$ cat src/rtl/reg_file_shadow_if.sv
// ----------------------------------------------------------------------------
// reg_file_shadow_if
// Bundles the register file's datapath and context-switch control signals.
//   master : drives write data/address/enable, read addresses, SAVE/RESTORE;
//            receives read data, BUSY, DONE, WR_DROP (datapath / controller).
//   slave  : the register file itself.
// Parameters: WIDTH (data bits), DEPTH (register count, power of 2, >= 2).
// ----------------------------------------------------------------------------
interface reg_file_shadow_if #(
  parameter int WIDTH = 8,
  parameter int DEPTH = 8
);
  localparam int AW = $clog2(DEPTH);

  logic [WIDTH-1:0] IN;
  logic [AW-1:0]    INADDRESS;
  logic             WRITE;
  logic [AW-1:0]    OUT1ADDRESS;
  logic [AW-1:0]    OUT2ADDRESS;
  logic [WIDTH-1:0] OUT1;
  logic [WIDTH-1:0] OUT2;
  logic             SAVE;
  logic             RESTORE;
  logic             BUSY;
  logic             DONE;
  logic             WR_DROP;

  modport master (
    output IN, INADDRESS, WRITE, OUT1ADDRESS, OUT2ADDRESS, SAVE, RESTORE,
    input  OUT1, OUT2, BUSY, DONE, WR_DROP
  );

  modport slave (
    input  IN, INADDRESS, WRITE, OUT1ADDRESS, OUT2ADDRESS, SAVE, RESTORE,
    output OUT1, OUT2, BUSY, DONE, WR_DROP
  );
endinterface

$ cat src/rtl/reg_file_shadow.sv
// ----------------------------------------------------------------------------
// reg_file_shadow
// Parametrised register file with two combinational read ports, one write
// port, and a shadow bank. A save/restore engine copies active <-> shadow one
// register per cycle for fast context switching on interrupt entry/exit.
//
// Ports:
//   CLK      clock, all state updates on the rising edge
//   RESET    asynchronous active-high reset (clears both banks, aborts copy)
//   bus      reg_file_shadow_if.slave:
//              IN/INADDRESS/WRITE        write port (accepted only when idle)
//              OUT1ADDRESS/OUT1          read port 1 (combinational)
//              OUT2ADDRESS/OUT2          read port 2 (combinational)
//              SAVE/RESTORE              copy requests, level-sampled in idle
//              BUSY                      copy in progress
//              DONE                      high during the final copy cycle
//              WR_DROP                   pulse after a write refused while busy
//
// RD_DLY / WR_DLY are timing annotations for behavioural models of the old
// register file; this implementation is zero-delay, so they are only range
// checked here.
// ----------------------------------------------------------------------------
module reg_file_shadow #(
  parameter int WIDTH   = 8,
  parameter int DEPTH   = 8,
  parameter bit BYPASS  = 1'b0,
  parameter bit ZERO_R0 = 1'b0,
  parameter int RD_DLY  = 2,
  parameter int WR_DLY  = 1
) (
  input logic               CLK,
  input logic               RESET,
  reg_file_shadow_if.slave  bus
);

  localparam int AW = $clog2(DEPTH);

  if (DEPTH < 2 || (DEPTH & (DEPTH - 1)) != 0 || RD_DLY < 0 || WR_DLY < 0)
  begin : g_param_check
    $error("reg_file_shadow: DEPTH must be a power of 2 >= 2, delays >= 0");
  end

  localparam logic [1:0] IDLE   = 2'd0;
  localparam logic [1:0] S_COPY = 2'd1;
  localparam logic [1:0] R_COPY = 2'd2;

  logic [WIDTH-1:0] active_q [DEPTH];
  logic [WIDTH-1:0] shadow_q [DEPTH];
  logic [1:0]       state_q;
  logic [AW-1:0]    idx_q;
  logic             wr_drop_q;

  logic busy;
  logic last_idx;
  logic wr_accept;
  logic wr_fwd;
  logic restore_en;

  assign busy     = (state_q != IDLE);
  assign last_idx = (idx_q == AW'(DEPTH - 1));

  // Writes to a hardwired R0 are simply never stored, so R0 stays 0 through
  // writes and restores alike and the shadow copy of R0 is always 0 too.
  assign wr_accept  = bus.WRITE && (state_q == IDLE) &&
                      !(ZERO_R0 && (bus.INADDRESS == '0));
  assign restore_en = (state_q == R_COPY) && !(ZERO_R0 && (idx_q == '0));

  // Forwarding is only legal when the write will actually land this edge.
  assign wr_fwd = BYPASS && bus.WRITE && !busy;

  // --------------------------------------------------------------------------
  // Control: copy FSM, copy index, dropped-write flag
  // --------------------------------------------------------------------------
  // NOTE: sequential state uses non-blocking assignments so every register
  // samples pre-edge values, independent of statement order.
  always_ff @(posedge CLK or posedge RESET) begin
    if (RESET) begin
      state_q   <= IDLE;
      idx_q     <= '0;
      wr_drop_q <= 1'b0;
    end else begin
      wr_drop_q <= bus.WRITE && busy;
      case (state_q)
        IDLE: begin
          idx_q <= '0;
          // SAVE has priority when both requests are present.
          if (bus.SAVE)         state_q <= S_COPY;
          else if (bus.RESTORE) state_q <= R_COPY;
        end
        S_COPY, R_COPY: begin
          idx_q <= idx_q + 1'b1;
          if (last_idx) state_q <= IDLE;
        end
        default: begin
          state_q <= IDLE;
          idx_q   <= '0;
        end
      endcase
    end
  end

  // --------------------------------------------------------------------------
  // Storage: active and shadow banks
  // --------------------------------------------------------------------------
  // NOTE: both banks are cleared by reset, which rules out RAM macros; that
  // is intended, since a context restore must never see stale data.
  always_ff @(posedge CLK or posedge RESET) begin
    if (RESET) begin
      for (int i = 0; i < DEPTH; i++) begin
        active_q[i] <= '0;
        shadow_q[i] <= '0;
      end
    end else begin
      // A write accepted on the edge a copy starts is stored before the
      // first copy edge, so the copy picks it up naturally.
      if (wr_accept)             active_q[bus.INADDRESS] <= bus.IN;
      if (state_q == S_COPY)     shadow_q[idx_q]         <= active_q[idx_q];
      if (restore_en)            active_q[idx_q]         <= shadow_q[idx_q];
    end
  end

  // --------------------------------------------------------------------------
  // Read ports
  // --------------------------------------------------------------------------
  logic [WIDTH-1:0] out1_d;
  logic [WIDTH-1:0] out2_d;

  // NOTE: each output gets its default value first so no path through the
  // block leaves it unassigned (which would infer a latch).
  always_comb begin
    out1_d = active_q[bus.OUT1ADDRESS];
    out2_d = active_q[bus.OUT2ADDRESS];
    if (wr_fwd && (bus.INADDRESS == bus.OUT1ADDRESS)) out1_d = bus.IN;
    if (wr_fwd && (bus.INADDRESS == bus.OUT2ADDRESS)) out2_d = bus.IN;
    // Applied last so a hardwired R0 overrides any forwarded value.
    if (ZERO_R0 && (bus.OUT1ADDRESS == '0)) out1_d = '0;
    if (ZERO_R0 && (bus.OUT2ADDRESS == '0)) out2_d = '0;
  end

  assign bus.OUT1    = out1_d;
  assign bus.OUT2    = out2_d;
  assign bus.BUSY    = busy;
  assign bus.DONE    = busy && last_idx;
  assign bus.WR_DROP = wr_drop_q;

endmodule

$ cat src/flat_wrapper.sv
// flat-port wrapper written by rule: the top's interface ports become plain ports
module reg_file_shadow_flat 
#(
  parameter int WIDTH   = 8,
  parameter int DEPTH   = 8,
  parameter bit BYPASS  = 1'b0,
  parameter bit ZERO_R0 = 1'b0,
  parameter int RD_DLY  = 2,
  parameter int WR_DLY  = 1
)
  (CLK, RESET, bus_IN, bus_INADDRESS, bus_WRITE, bus_OUT1ADDRESS, bus_OUT2ADDRESS, bus_SAVE, bus_RESTORE, bus_OUT1, bus_OUT2, bus_BUSY, bus_DONE, bus_WR_DROP);
  reg_file_shadow_if #(.WIDTH(WIDTH), .DEPTH(DEPTH)) bus_i ();
  input logic CLK;
  input logic RESET;
  input wire logic [$bits(bus_i.IN)-1:0] bus_IN;
  input wire logic [$bits(bus_i.INADDRESS)-1:0] bus_INADDRESS;
  input wire logic [$bits(bus_i.WRITE)-1:0] bus_WRITE;
  input wire logic [$bits(bus_i.OUT1ADDRESS)-1:0] bus_OUT1ADDRESS;
  input wire logic [$bits(bus_i.OUT2ADDRESS)-1:0] bus_OUT2ADDRESS;
  input wire logic [$bits(bus_i.SAVE)-1:0] bus_SAVE;
  input wire logic [$bits(bus_i.RESTORE)-1:0] bus_RESTORE;
  output wire logic [$bits(bus_i.OUT1)-1:0] bus_OUT1;
  output wire logic [$bits(bus_i.OUT2)-1:0] bus_OUT2;
  output wire logic [$bits(bus_i.BUSY)-1:0] bus_BUSY;
  output wire logic [$bits(bus_i.DONE)-1:0] bus_DONE;
  output wire logic [$bits(bus_i.WR_DROP)-1:0] bus_WR_DROP;
  assign bus_i.IN = bus_IN;
  assign bus_i.INADDRESS = bus_INADDRESS;
  assign bus_i.WRITE = bus_WRITE;
  assign bus_i.OUT1ADDRESS = bus_OUT1ADDRESS;
  assign bus_i.OUT2ADDRESS = bus_OUT2ADDRESS;
  assign bus_i.SAVE = bus_SAVE;
  assign bus_i.RESTORE = bus_RESTORE;
  assign bus_OUT1 = bus_i.OUT1;
  assign bus_OUT2 = bus_i.OUT2;
  assign bus_BUSY = bus_i.BUSY;
  assign bus_DONE = bus_i.DONE;
  assign bus_WR_DROP = bus_i.WR_DROP;
  reg_file_shadow #(.WIDTH(WIDTH), .DEPTH(DEPTH), .BYPASS(BYPASS), .ZERO_R0(ZERO_R0), .RD_DLY(RD_DLY), .WR_DLY(WR_DLY)) u_core (.CLK(CLK), .RESET(RESET), .bus(bus_i));
endmodule
$ cat config.mk
export PLATFORM = sky130hd
export DESIGN_NAME = reg_file_shadow_flat
export DESIGN_NICKNAME = d
export VERILOG_FILES = /design/src/rtl/reg_file_shadow_if.sv /design/src/rtl/reg_file_shadow.sv /design/src/flat_wrapper.sv
export SDC_FILE = /design/constraint.sdc
export NUM_CORES = 1
export LEC_CHECK = 0
export BUFFER_PORTS_ARGS = -buffer_cell sky130_fd_sc_hd__buf_2
export CORE_UTILIZATION = 40
export DETAILED_ROUTE_END_ITERATION = 10
export SYNTH_ARGS = -nofsm -noshare
export SYNTH_HDL_FRONTEND = slang
export SYNTH_SLANG_ARGS = --single-unit
$ cat constraint.sdc
create_clock -name CLK -period 3.5 [get_ports CLK]
set_input_delay 0.175 -clock CLK [delete_from_list [all_inputs] [get_ports CLK]]
set_output_delay 0.175 -clock CLK [all_outputs]
set_load 0.1 [all_outputs]
==> run_results.csv <==
group,metric,value,unit
run_status,status,"complete, but fails checks",
run_status,failed_checks,"hold timing",
yosys,synth_mux_area_frac,0.2972,
placed_design,post-dp-hpwl,14400,um
drt,routed_wl,22670,um
cts,cts-resized-gates,0,
yosys,synthAdderAreaFrac,0.007692,
placed_design,dp.cells,903,
layout,final_util,0.4495,
yosys,synth_cell_types,48,
run,cap_violations,0,
sta,fin_worst_skew,0.01255,ns
drt,postRouteAntennaNets,0,
critical_path,worstSetupPathType,"reg2out",
yosys,synth_top_family_by_area,"multiplexers",
yosys,post_synth_inst_count,660,
die,die_area,20910,sq um
die,core,19720,sq um
cts,root_buffer,"clkbuf_16",
sta,report.final.setup_viol,0,
layout,area_growth,8.985,%
yosys,ys_top_cells_by_area,"dfrtp_1, mux2_2, mux4_1, mux4_2, a31oi_1",
placed_design,place.gp.congestion,0.8667,
power,switching_share,0.4158,
power,p_clk_frac,0.217,
yosys,syn_nets,687,
global_route,grt_pass1_vias,6213,
critical_path,cp_data_required_time,3.32,ns
critical_path,critPathCaptureType,"output pin",
drt,wl_per_cell,24.35,um
die,die_y,144.6,um
cts,clock-sinks,134,
global_route,grt_pass1_wl,35530,um
yosys,synth_compound_area_frac,0.1340,
sta,max_freq,365.4,MHz
global_route,antenna_found_initial,1,
layout,diodes,0,
critical_path,critPathLaunch,"u_core.idx_q[0]",
yosys,yosys.area_share.simple,0.08769,
power,ir_worst_vdd,0.0006480,V
sta,tns,0,ns
cts,cts_buffers,17,
power,sequentialPowerShare,0.343,
cts,cts_tree,"done",
power,power.density,923.5,nW/um^2
cts,h-tree-depth,4,
power,p_leak,3.847,nW
yosys,yosysWarnings,0,
global_route,grt_max_degree,135,
yosys,synth-xor-area-share,0,
yosys,synth_seq_cells,134,
critical_path,arrival,2.56,ns
yosys,yosysTopAreaCellShare,0.4123,
yosys,synth_area_leader_cell,"dfrtp_1",
yosys,syn_avg_cell_area,12.32,sq um
sta,worst_slew_margin_rel,0.2166,
cts,clk_latency,0.42,ns
die,rows,51,
power,power,8.185,mW
placed_design,io_buffers,40,
hold_path,min_path_type,"in2async",
layout,nets,684,
sta,finalHoldViolCount,46,
layout,drive_gt1_frac,0.3048,
cts,clockBufferDepth,2,
sta,post-route-period-util,0.7819,
drt,vias,6083,
sta,tightestPinTransition,1.172,ns
cts,clk_pin_slew,0.06,ns
drt,drc_errors,0,
yosys,yosysSeqAreaShare,0.4123,
cts,cts.hold.buffers_added,0,
global_route,overflow,0,
critical_path,cp-start-kind,"register",
drt,drt-initial-drc-count,566,
cts,cts_setup_buffers,0,
sta,whs,-0.02742,ns
power,combPwrFrac,0.440,
layout,stdcell_count,931,
critical_path,r2r-start,"u_core.idx_q[0]",
drt,dr.pass1.iters,5,
die,initial_utilization,0.4125,
global_route,grt_usage,0.2318,
sta,fin_crit,2.737,ns
power,p_int,4.782,mW
sta,drv_slew,0,
power,switching_power,3.403,mW
critical_path,worstPathMaxFanout,40,
die,boundaryPins,41,
critical_path,rrSetupSlack,1.03,ns
yosys,netlist_area,8133,sq um
sta,rsz0062_at_grt,"false",
drt,viasPerCell,6.534,
die,die_w,144.6,um
==> flip-flops by register name, summed over array words and instances (netlist names) <==
register / count
u_core.active_q: 64
u_core.bus.WR_DROP: 1
u_core.idx_q: 3
u_core.shadow_q: 64
u_core.state_q: 2
==> Yosys cell counts, drive strengths merged <==
cell and number:
and3 1, nor4bb 2, mux4 57, buf 38
nand4b 6, a32oi 1, a21boi 1, a31oi 61
nand3b 1, nand2 5, a21oi 21, and4b 1
or4bb 2, mux2i 10, clkbuf 34, nor2b 7
ha 5, o211ai 6, nand3 24, nand2b 6
o21ai 65, nor2 46, dfrtp 134, or4b 1
and2 3, nor4b 1, and4bb 3, nand4 5
inv 5, and3b 1, or2 2, a22oi 17
mux2 78, a2bb2oi 4, o22a 5, a32o 1
==> critical path: stages (launching register included) <==
cell and delay [ns]:
dfrtp_2 1.08, ha_1 0.30, ha_1 0.17, nor2b_1 0.14, buf_2 0.43
==> cells by family after synthesis <==
| family | count (synthesis) |
|---|---|
| compound gates | 182 |
| mux | 145 |
| flops | 134 |
| simple gates | 117 |
| buf+inv | 77 |
| fa+ha+maj | 5 |
==> cell type report <==
class / count / area (sq um)
Tap cell: 265 / 331.6
Clock buffer: 24 / 501.7
Multi-Input combinational cell: 449 / 4294
Sequential cell: 134 / 3356
Clock inverter: 4 / 70.07
Fill cell: 1768 / 10850
Timing Repair Buffer: 50 / 287.8
Inverter: 5 / 22.52
==> layout by cell type (no fill, tap or decap), drive strengths merged, types with 2 or more instances in the layout <==
cell,n
dfrtp,134
mux2,78
o21ai,65
a31oi,61
mux4,57
buf,50
nor2,46
nand3,24
clkbuf,24
a21oi,21
a22oi,17
mux2i,10
nor2b,7
nand2b,6
o211ai,6
nand4b,6
nand2,5
o22a,5
ha,5
nand4,5
inv,4
a2bb2oi,4
and4bb,3
and2,3
or4bb,2
bufinv,2
clkinv,2
or2,2
nor4bb,2
==> final timing paths <==
path / to / depth (start not counted)
max: bus_DONE / 4
min: u_core.shadow_q[4] / 3
max reg2reg: u_core.shadow_q[38] / 3
min reg2reg: u_core.shadow_q[10] / 2
max in group asynchronous: u_core.idx_q[1] / 3
min in group CLK: u_core.state_q[1] / 3
==> power by group through the flow <==
stage | clock network (mW) | logic (mW) | registers [mW]
floorplan | 0 | 3.12 | 2.50
global placement | 0 | 3.49 | 2.77
detailed placement | 0 | 3.58 | 2.82
CTS | 1.79 | 3.59 | 2.80
global route | 1.86 | 3.83 | 2.90
finish | 1.77 | 3.60 | 2.81
==> routing by layer <==
metal	track usage	up-vias	routed length, um
met5	0	-	10
met2	0.3545	357	10630
met1	0.3184	3118	9586
met3	0.05795	38	2109
met4	0.08366	2	335
li1	-	2568	-
==> metrics by stage <==
step                      cell area [sq um]  worst slack, ns  hold slack (ns)
after floorplan                        8137            1.310           0.3127
after global placement                 8292            1.079           0.4380
after detailed placement               8292            1.017           0.4559
after CTS                              8864           0.7306         0.007128
after global routing                   8864           0.5907          0.02711
final                                  8864           0.7634         -0.02742
(Power assumes the default switching activity.)
